===== src/rtl/varredura_matriz_leds_if.sv =====
// Bundle between the per-column map multiplexer and the LED matrix scan driver.
//
// Signals:
//   enable            1 = matrix active (preparation/attack with life remaining)
//   mapa0..mapa4      column images, bit i = row i lit
//   piscar0..piscar4  blink mask, bit set = cell blinks
//   l                 row drive, active-high
//   c                 column drive, active-low, at most one bit low
//   frame_start       one-cycle pulse when the column 0 slot begins
//
// Modports:
//   master  source of the images and enable (the map multiplexer side)
//   slave   the scan driver
interface varredura_matriz_leds_if;
  logic       enable;
  logic [6:0] mapa0;
  logic [6:0] mapa1;
  logic [6:0] mapa2;
  logic [6:0] mapa3;
  logic [6:0] mapa4;
  logic [6:0] piscar0;
  logic [6:0] piscar1;
  logic [6:0] piscar2;
  logic [6:0] piscar3;
  logic [6:0] piscar4;
  logic [6:0] l;
  logic [4:0] c;
  logic       frame_start;

  modport master (
    output enable,
    output mapa0, mapa1, mapa2, mapa3, mapa4,
    output piscar0, piscar1, piscar2, piscar3, piscar4,
    input  l, c, frame_start
  );

  modport slave (
    input  enable,
    input  mapa0, mapa1, mapa2, mapa3, mapa4,
    input  piscar0, piscar1, piscar2, piscar3, piscar4,
    output l, c, frame_start
  );
endinterface


===== src/rtl/varredura_matriz_leds.sv =====
// Scan driver for the 7x5 LED matrix.
//
// Drives one column at a time with its row pattern. Each column owns a slot of TICK_DIV
// clock cycles; the first DEAD_CYCLES of every slot keep all columns off to suppress
// ghosting. Column images and blink masks are copied into shadow buffers only at frame
// boundaries, so an image never tears mid-frame. Masked cells go dark on alternate
// blink half-periods of BLINK_FRAMES frames.
//
// Ports:
//   clock_in  board clock
//   reset     asynchronous, active-high reset
//   bus       slave side of varredura_matriz_leds_if (enable, mapaN, piscarN in;
//             l, c, frame_start out)
//
// Parameters:
//   TICK_DIV      clock cycles per column slot (>= 2)
//   DEAD_CYCLES   all-off cycles at the start of each slot (< TICK_DIV)
//   BLINK_FRAMES  complete frames per blink half-period (>= 1)
//
// Output timing: l and c are registered from the scan state, so they trail the internal
// prescaler/column by one cycle. frame_start is high during the cycle in which the
// internal state is column 0, prescaler 0.
module varredura_matriz_leds #(
  parameter int unsigned TICK_DIV     = 50000,
  parameter int unsigned DEAD_CYCLES  = 500,
  parameter int unsigned BLINK_FRAMES = 25
) (
  input logic                    clock_in,
  input logic                    reset,
  varredura_matriz_leds_if.slave bus
);

  localparam int unsigned PW = (TICK_DIV > 2) ? $clog2(TICK_DIV) : 1;
  localparam int unsigned BW = (BLINK_FRAMES > 1) ? $clog2(BLINK_FRAMES) : 1;

  localparam logic [PW-1:0] SlotLast  = PW'(TICK_DIV - 1);
  localparam logic [PW-1:0] DeadEnd   = PW'(DEAD_CYCLES);
  localparam logic [BW-1:0] BlinkLast = BW'(BLINK_FRAMES - 1);
  localparam logic [2:0]    ColLast   = 3'd4;
  localparam logic [4:0]    ColsOff   = 5'b11111;

  // StIdle: disabled or just out of reset; the next enabled edge starts a frame.
  typedef enum logic [0:0] {StIdle, StScan} state_e;

  state_e          state_q;
  logic [PW-1:0]   presc_q;
  logic [2:0]      col_q;
  logic [BW-1:0]   blink_cnt_q;
  logic            blink_phase_q;
  logic [4:0][6:0] sh_mapa_q;
  logic [4:0][6:0] sh_piscar_q;
  logic [6:0]      l_q;
  logic [4:0]      c_q;
  logic            frame_start_q;

  logic            slot_end;
  logic            frame_edge;
  logic            in_dead;
  logic [6:0]      row_map;
  logic [6:0]      row_blink;
  logic [4:0]      col_mask;
  logic [4:0]      drive_c;
  logic [6:0]      drive_l;

  // Scan decode and row selection from the current internal state.
  always_comb begin
    slot_end   = (presc_q == SlotLast);
    // Entering from idle (reset release or enable rise) is also a frame boundary.
    frame_edge = (state_q == StIdle) || (slot_end && (col_q == ColLast));
    in_dead    = (presc_q < DeadEnd);

    row_map   = '0;
    row_blink = '0;
    col_mask  = ColsOff;
    case (col_q)
      3'd0: begin
        row_map   = sh_mapa_q[0];
        row_blink = sh_piscar_q[0];
        col_mask  = 5'b11110;
      end
      3'd1: begin
        row_map   = sh_mapa_q[1];
        row_blink = sh_piscar_q[1];
        col_mask  = 5'b11101;
      end
      3'd2: begin
        row_map   = sh_mapa_q[2];
        row_blink = sh_piscar_q[2];
        col_mask  = 5'b11011;
      end
      3'd3: begin
        row_map   = sh_mapa_q[3];
        row_blink = sh_piscar_q[3];
        col_mask  = 5'b10111;
      end
      3'd4: begin
        row_map   = sh_mapa_q[4];
        row_blink = sh_piscar_q[4];
        col_mask  = 5'b01111;
      end
      default: begin
        row_map   = '0;
        row_blink = '0;
        col_mask  = ColsOff;
      end
    endcase

    if ((state_q == StScan) && !in_dead) begin
      drive_c = col_mask;
      drive_l = row_map & ~(row_blink & {7{blink_phase_q}});
    end else begin
      drive_c = ColsOff;
      drive_l = '0;
    end
  end

  always_ff @(posedge clock_in or posedge reset) begin
    if (reset) begin
      state_q       <= StIdle;
      presc_q       <= '0;
      col_q         <= '0;
      blink_cnt_q   <= '0;
      blink_phase_q <= 1'b0;
      sh_mapa_q     <= '0;
      sh_piscar_q   <= '0;
      l_q           <= '0;
      c_q           <= ColsOff;
      frame_start_q <= 1'b0;
    end else if (!bus.enable) begin
      // Blink state and shadow buffers are deliberately kept across a disable.
      state_q       <= StIdle;
      presc_q       <= '0;
      col_q         <= '0;
      l_q           <= '0;
      c_q           <= ColsOff;
      frame_start_q <= 1'b0;
    end else begin
      l_q           <= drive_l;
      c_q           <= drive_c;
      frame_start_q <= frame_edge;

      if (frame_edge) begin
        state_q     <= StScan;
        presc_q     <= '0;
        col_q       <= '0;
        sh_mapa_q   <= {bus.mapa4, bus.mapa3, bus.mapa2, bus.mapa1, bus.mapa0};
        sh_piscar_q <= {bus.piscar4, bus.piscar3, bus.piscar2, bus.piscar1, bus.piscar0};
        // Only wrap boundaries count frames; the start-up boundary does not.
        if (state_q == StScan) begin
          if (blink_cnt_q == BlinkLast) begin
            blink_cnt_q   <= '0;
            blink_phase_q <= ~blink_phase_q;
          end else begin
            blink_cnt_q <= blink_cnt_q + 1'b1;
          end
        end
      end else if (slot_end) begin
        presc_q <= '0;
        col_q   <= col_q + 3'd1;
      end else begin
        presc_q <= presc_q + 1'b1;
      end
    end
  end

  assign bus.l           = l_q;
  assign bus.c           = c_q;
  assign bus.frame_start = frame_start_q;

endmodule

===== src/flat_wrapper.sv =====
// flat-port wrapper written by rule: the top's interface ports become plain ports
module varredura_matriz_leds_flat 
#(
  parameter int unsigned TICK_DIV     = 50000,
  parameter int unsigned DEAD_CYCLES  = 500,
  parameter int unsigned BLINK_FRAMES = 25
)
  (clock_in, reset, bus_enable, bus_mapa0, bus_mapa1, bus_mapa2, bus_mapa3, bus_mapa4, bus_piscar0, bus_piscar1, bus_piscar2, bus_piscar3, bus_piscar4, bus_l, bus_c, bus_frame_start);
  varredura_matriz_leds_if bus_i ();
  input logic clock_in;
  input logic reset;
  input wire logic [$bits(bus_i.enable)-1:0] bus_enable;
  input wire logic [$bits(bus_i.mapa0)-1:0] bus_mapa0;
  input wire logic [$bits(bus_i.mapa1)-1:0] bus_mapa1;
  input wire logic [$bits(bus_i.mapa2)-1:0] bus_mapa2;
  input wire logic [$bits(bus_i.mapa3)-1:0] bus_mapa3;
  input wire logic [$bits(bus_i.mapa4)-1:0] bus_mapa4;
  input wire logic [$bits(bus_i.piscar0)-1:0] bus_piscar0;
  input wire logic [$bits(bus_i.piscar1)-1:0] bus_piscar1;
  input wire logic [$bits(bus_i.piscar2)-1:0] bus_piscar2;
  input wire logic [$bits(bus_i.piscar3)-1:0] bus_piscar3;
  input wire logic [$bits(bus_i.piscar4)-1:0] bus_piscar4;
  output wire logic [$bits(bus_i.l)-1:0] bus_l;
  output wire logic [$bits(bus_i.c)-1:0] bus_c;
  output wire logic [$bits(bus_i.frame_start)-1:0] bus_frame_start;
  assign bus_i.enable = bus_enable;
  assign bus_i.mapa0 = bus_mapa0;
  assign bus_i.mapa1 = bus_mapa1;
  assign bus_i.mapa2 = bus_mapa2;
  assign bus_i.mapa3 = bus_mapa3;
  assign bus_i.mapa4 = bus_mapa4;
  assign bus_i.piscar0 = bus_piscar0;
  assign bus_i.piscar1 = bus_piscar1;
  assign bus_i.piscar2 = bus_piscar2;
  assign bus_i.piscar3 = bus_piscar3;
  assign bus_i.piscar4 = bus_piscar4;
  assign bus_l = bus_i.l;
  assign bus_c = bus_i.c;
  assign bus_frame_start = bus_i.frame_start;
  varredura_matriz_leds #(.TICK_DIV(TICK_DIV), .DEAD_CYCLES(DEAD_CYCLES), .BLINK_FRAMES(BLINK_FRAMES)) u_core (.clock_in(clock_in), .reset(reset), .bus(bus_i));
endmodule

===== config.mk =====
export PLATFORM = sky130hd
export DESIGN_NAME = varredura_matriz_leds_flat
export DESIGN_NICKNAME = d
export VERILOG_FILES = /design/src/rtl/varredura_matriz_leds_if.sv /design/src/rtl/varredura_matriz_leds.sv /design/src/flat_wrapper.sv
export SDC_FILE = /design/constraint.sdc
export NUM_CORES = 1
export LEC_CHECK = 0
export CORE_ASPECT_RATIO = 0.7
export CORE_UTILIZATION = 40
export DETAILED_ROUTE_END_ITERATION = 10
export HOLD_SLACK_MARGIN = 0.06
export MAX_ROUTING_LAYER = met4
export SETUP_SLACK_MARGIN = 0.15
export SYNTH_ARGS = -nofsm -noshare
export SYNTH_HDL_FRONTEND = slang
export SYNTH_SLANG_ARGS = --single-unit

===== constraint.sdc =====
create_clock -name clock_in -period 3 [get_ports clock_in]
set_input_delay 0.45 -clock clock_in [delete_from_list [all_inputs] [get_ports clock_in]]
set_output_delay 0.45 -clock clock_in [all_outputs]
set_load 0.05 [all_outputs]

# Word-level counts from Yosys, hierarchy flattened
# Cells that the tools add are included.
# totals
register_bits	109
in_bits	73
word_cells	60
out_inout_bits	13
# classes
n_reduce_logical	8
bitwise_logic	5
muxes	17
n_eq_ne	8
addsub	3
magnitude_cmp	1
# ops
cell	count
case mux 7 bit (5 select lines)	2
2-to-1 mux 16 bit	3
case mux 5 bit (5 select lines)	1
adder 16 x 1 -> 16 bit, second input constant	1
== test 16 bit, second input constant	1
< comparator 16 x 9 -> 1 bit, second input constant	1
2-to-1 mux 5 bit	3
AND 7 bit	2
2-to-1 mux 7 bit	2
2-to-1 mux 3 bit	3
inverter 7 bit	1
== test 3 x 2 -> 1 bit, second input constant	2
adder 5 x 1 -> 5 bit, second input constant	1
== test 5 bit, second input constant	1
AND reduction 4 bit	1
adder 3 x 1 -> 3 bit, second input constant	1
== test 3 x 1 -> 1 bit, second input constant	1
== test 3 bit, second input constant	1
zero test 3 bit	1
2-to-1 mux 1 bit	3
inequality test 3 x 1 -> 1 bit, second input constant	1
AND reduction 3 bit	1
logical AND 1 bit	2
inequality test 2 x 1 -> 1 bit, second input constant	1
4 further kinds	5

# Logic depth before layout (Yosys ltp)
# depth
depth_word	7
mapped_depth	9
depth_no_buf	6

# Worst setup path before layout
# No wires, ideal clock.
# synth_timing
kind	register to register
start	register u_core.col_q[2]
end	register u_core.l_q[5] (netlist: u_core.bus.l[5])
setup_ps	67
n_path_buf	4
required_ps	2933
synth_period_minus_slack_ps	2156
t_arrival_ps	2088
setup_slack_ps	844
path_stages_with_launch	10
path_cell_list	dfrtp_1 -> clkbuf_1 -> clkbuf_1 -> inv_1 -> ha_1 -> clkbuf_1 -> clkbuf_1 -> a221o_1 -> o21ai_0 -> and3_1
# synth_between
elab_chain_len	7
word_cells_on_any_way	12
cone_classes	eq/ne (4); mux (4); bitwise (3); reduce/logical (1)
# synth_lines
element	line	rtl
start: declaration	varredura_matriz_leds.sv:47	logic [2:0] col_q;
start signal: assignment	varredura_matriz_leds.sv:159	col_q <= col_q + 3'd1;
== test 3 bit (tied with other cells)	varredura_matriz_leds.sv:75	case (col_q)
case mux 7 bit (5 select lines)	varredura_matriz_leds.sv:75	
AND 7 bit	varredura_matriz_leds.sv:110	drive_l = row_map & ~(row_blink & {7{blink_phase_q}});
inverter 7 bit	varredura_matriz_leds.sv:110	
AND 7 bit *	varredura_matriz_leds.sv:110	
2-to-1 mux 7 bit *	varredura_matriz_leds.sv:108	if ((state_q == StScan) && !in_dead) begin
2-to-1 mux 7 bit *	varredura_matriz_leds.sv:129	end else if (!bus.enable) begin
end signal: assignment	varredura_matriz_leds.sv:138	l_q <= drive_l;
end: declaration	varredura_matriz_leds.sv:52	logic [6:0] l_q;
# Mark *: on every way between the ends. The rest lies on a longest branch, timed or not.
# A chain may end at the register's enable or synchronous reset.

# Final worst setup path
# layout_timing
start	register u_core.presc_q[0]
end	register u_core.col_q[1]
# layout_between
elab_chain_len	5
word_cells_on_any_way	6
cone_classes	eq/ne (2); mux (2); reduce/logical (2)
# layout_lines
element	line	rtl
start: declaration	varredura_matriz_leds.sv:46	logic [PW-1:0] presc_q;
start signal: assignment	varredura_matriz_leds.sv:161	presc_q <= presc_q + 1'b1;
== test 16 bit *	varredura_matriz_leds.sv:67	slot_end = (presc_q == SlotLast);
logical AND 1 bit	varredura_matriz_leds.sv:69	frame_edge = (state_q == StIdle) || (slot_end && (col_q == ColLast));
logical OR 1 bit	varredura_matriz_leds.sv:69	
2-to-1 mux 3 bit	varredura_matriz_leds.sv:142	if (frame_edge) begin
2-to-1 mux 3 bit	varredura_matriz_leds.sv:129	
# Marked as above.

==> results.py <==
metrics = {
    "finish": {
        "fin_area_mm2": 0.00755,
        "num-nets-final": 803,
        "ff_latch_area_mm2": 0.00274,
        "drive_above_1_share_pct": 11.1,
        "fill_cells": 1378,
        "diodes": 0,
        "area_delta_synth_final_pct": 19.7,
        "multi_input_area_mm2": 0.00321,
    },
    "placed_design": {
        "dpl.hpwl_mm": 12.9,
        "placed_area_mm2": 0.00725,
        "dp_slack_ns": 0.697,
        "portBuffers": 85,
        "place_congestion": 0.814,
    },
    "global_route": {
        "grt_pass1_wl_mm": 31.2,
        "antenna_found_initial": 0,
        "grt_max_degree": 72,
        "gr-usage-all-layers_pct": 24.9,
        "grt_pass1_vias": 5616,
        "overflow": 0,
    },
    "setup_path": {
        "slowest_stage": "nand2_1",
        "endpoint_kind": "flip-flop",
        "cp.arrival_ns": 2.50,
        "worstPathRequired_ns": 3.20,
        "rrSetupSlack_ns": 0.70,
        "cpPeakStageDelay_ns": 0.62,
        "crit_type": "flip-flop to flip-flop",
        "cp.buffers_inverters": 0,
        "cp_cell_sequence": "ha_1, and4_1, nand4_4, nand2_1, o21ai_0",
        "start_kind": "flip-flop",
        "crit_fanout": 28,
        "cp_top_family": "simple AND/OR/NAND/NOR gates",
    },
    "clock_tree": {
        "cts_tree": "built",
        "clkSlewWorstSetupHoldPaths_ns": 0.07,
        "cts.sinks": 109,
        "postCtsSetupBuffers": 0,
        "clk_latency_ns": 0.35,
        "cts_inserted_buffers": 9,
        "postCtsHoldBufs": 0,
        "cts.path.max_buffers": 2,
        "cts.htree.levels": 3,
        "clockRootBuffer": "clkbuf_16",
        "cts-resized-gates": 0,
    },
    "synth": {
        "synth_cells": 674,
        "synth_most_common_cell": "dfrtp_1",
        "ys_types": 48,
        "ys_warn_count": 0,
        "synth-seq-cells": 109,
        "synth_seq_area_share_pct": 43.4,
        "ys.flop_type": "dfrtp_1",
        "synth_area_mm2": 0.00630,
        "avgSynthCellArea_um2": 9.35,
        "yosys.area.top_type": "dfrtp_1",
        "yosys.area.top_type_share_pct": 41.3,
        "synth_edf_count": 0,
        "synth_area_leaders": "dfrtp_1 (41%), o211ai_1 (8.8%), a22oi_1 (7.4%)",
        "synth_top_cells_by_count": "dfrtp_1 (104), nand2_1 (82), o211ai_1 (74)",
        "syn_nets": 755,
        "async_reset_ff_share_pct": 100,
    },
    "power": {
        "p_leak_uw": 0.00294,
        "peakVddDrop_mv": 0.381,
        "powerDensity_mw_per_mm2": 467,
        "p_sw_uw": 979,
        "seq_power_share_pct": 50.3,
        "pwr-share-comb_pct": 14.7,
        "clockPowerShare_pct": 34.9,
        "intPower_uw": 2550,
        "switching_share_pct": 27.8,
    },
    "run": {
        "max-cap-violations": 0,
    },
    "timing": {
        "setup_viol": 0,
        "tightestPinTransition_ns": 0.822,
        "rsz0062_at_grt": "no",
        "fin_crit_ns": 2.30,
        "skew_ns": 0.00813,
        "drv_slew": 0,
        "hold_violations": 0,
        "worst_hold_slack_ns": 0.495,
        "tns_ns": 0,
        "finalCritPeriodShare_pct": 76.6,
        "worst_slack_ns": 0.701,
        "slew_headroom_pct": 45.2,
        "fmax_ghz": 0.435,
    },
    "die": {
        "die_x_um": 152,
        "rows": 37,
        "core_area_mm2": 0.0150,
        "io_pins": 86,
        "die_h_um": 107,
        "dieArea_mm2": 0.0163,
        "start_util_pct": 41.9,
    },
    "drt": {
        "vias": 5842,
        "drcViolationCount": 20,
        "routed_wl_mm": 19.1,
        "first_pass_iters": 8,
        "antenna_left": 0,
        "routedWlPerCell_um": 20.7,
        "via_per_inst": 6.34,
        "drt_iter0_markers": 687,
    },
    "run_status": {
        "status": "complete, but fails checks",
        "violations": "DRC",
    },
    "min_path": {
        "hold_path_class": "flip-flop to flip-flop",
    },
}
[stage by stage]
stage | utilization [%] | std cells | total power (uW)
after floorplan | - | 674 | 2060
after global placement | 48.2 | 906 | 2290
after detailed placement | 48.2 | 906 | 2310
after CTS | 50.2 | 922 | 3540
after global routing | 50.2 | 922 | 3670
final | 50.2 | 922 | 3530
[power groups by stage]
stage          Combinational, uW  Clock (uW)  Sequential [uW]
2_1_floorplan                333           0             1730
6_report                     520        1230             1770
4_1_cts                      523        1250             1770
5_1_grt                      578        1300             1790
3_3_place_gp                 499           0             1790
3_5_place_dp                 521           0             1790
[sequential cells by signal, indices dropped and copies added (netlist names)]
name and flops:
u_core.bus.l 7, u_core.bus.c 5, u_core.presc_q 16, u_core.state_q 1, u_core.sh_mapa_q 35, u_core.sh_piscar_q 35, u_core.col_q 3, u_core.blink_phase_q 1
u_core.blink_cnt_q 5, u_core.bus.frame_start 1
[cell families (layout without fill, tap and decap cells)]
family          count (synthesis)  count (layout)  share of synthesized area, %
simple gates                  242             242                          19.9
compound gates                219             219                          26.5
flops                         109             109                          43.4
buf+inv                        78             131                          5.90
xor+xnor                       15              15                          2.08
fa+ha+maj                       8               8                          1.59
mux                             3               3                         0.715
[metal layers]
metal	routed length [um]	part of all wire [%]	global-route usage, %	vias up
li1	-	-	-	2652
met1	9150	48	36.4	2903
met2	8090	42	34.9	277
met3	1770	9.3	6.63	10
met4	90	0.47	3.35	0
met5	0	0	-	-
[final cells by class]
cell class                      instances  area share [%]
Clock buffer                           11            3.22
Clock inverter                          5           0.762
Inverter                                7           0.398
Multi-Input combinational cell        487            42.5
Sequential cell                       109            36.2
Tap cell                              195            3.23
Timing Repair Buffer                  108            13.7
[cell usage in the layout (no fill, tap or decap), types with 5 or more instances in the layout]
master,synthesis,layout
a21oi_1,24,24
a221o_1,7,7
a222oi_1,7,7
a22oi_1,62,62
and3_1,16,16
and4_1,6,5
buf_4,5,22
clkbuf_16,0,9
clkdlybuf4s50_1,0,84
dfrtp_1,104,103
dfstp_2,5,5
ha_1,8,8
inv_1,6,5
nand2_1,82,82
nand3_1,7,7
nand4_1,56,56
nor2_1,51,50
o211ai_1,74,74
o211ai_2,19,19
o21ai_0,20,20
xnor2_1,5,5
xor2_1,10,10
[final timing paths]
| kind | cells past startpoint | start | endpoint |
|---|---|---|---|
| setup reg to reg | 5 | u_core.presc_q[0] | u_core.col_q[1] |
| hold reg to reg | 1 | u_core.presc_q[0] | u_core.presc_q[0] |
| hold / removal | 1 | u_core.presc_q[0] | u_core.presc_q[0] |
| min in group asynchronous | 3 | reset | u_core.sh_piscar_q[26] |
| max in group asynchronous | 3 | reset | u_core.state_q |
| setup / recovery | 5 | u_core.presc_q[0] | u_core.col_q[1] |
Note: power is estimated with default switching activity, not from simulation.
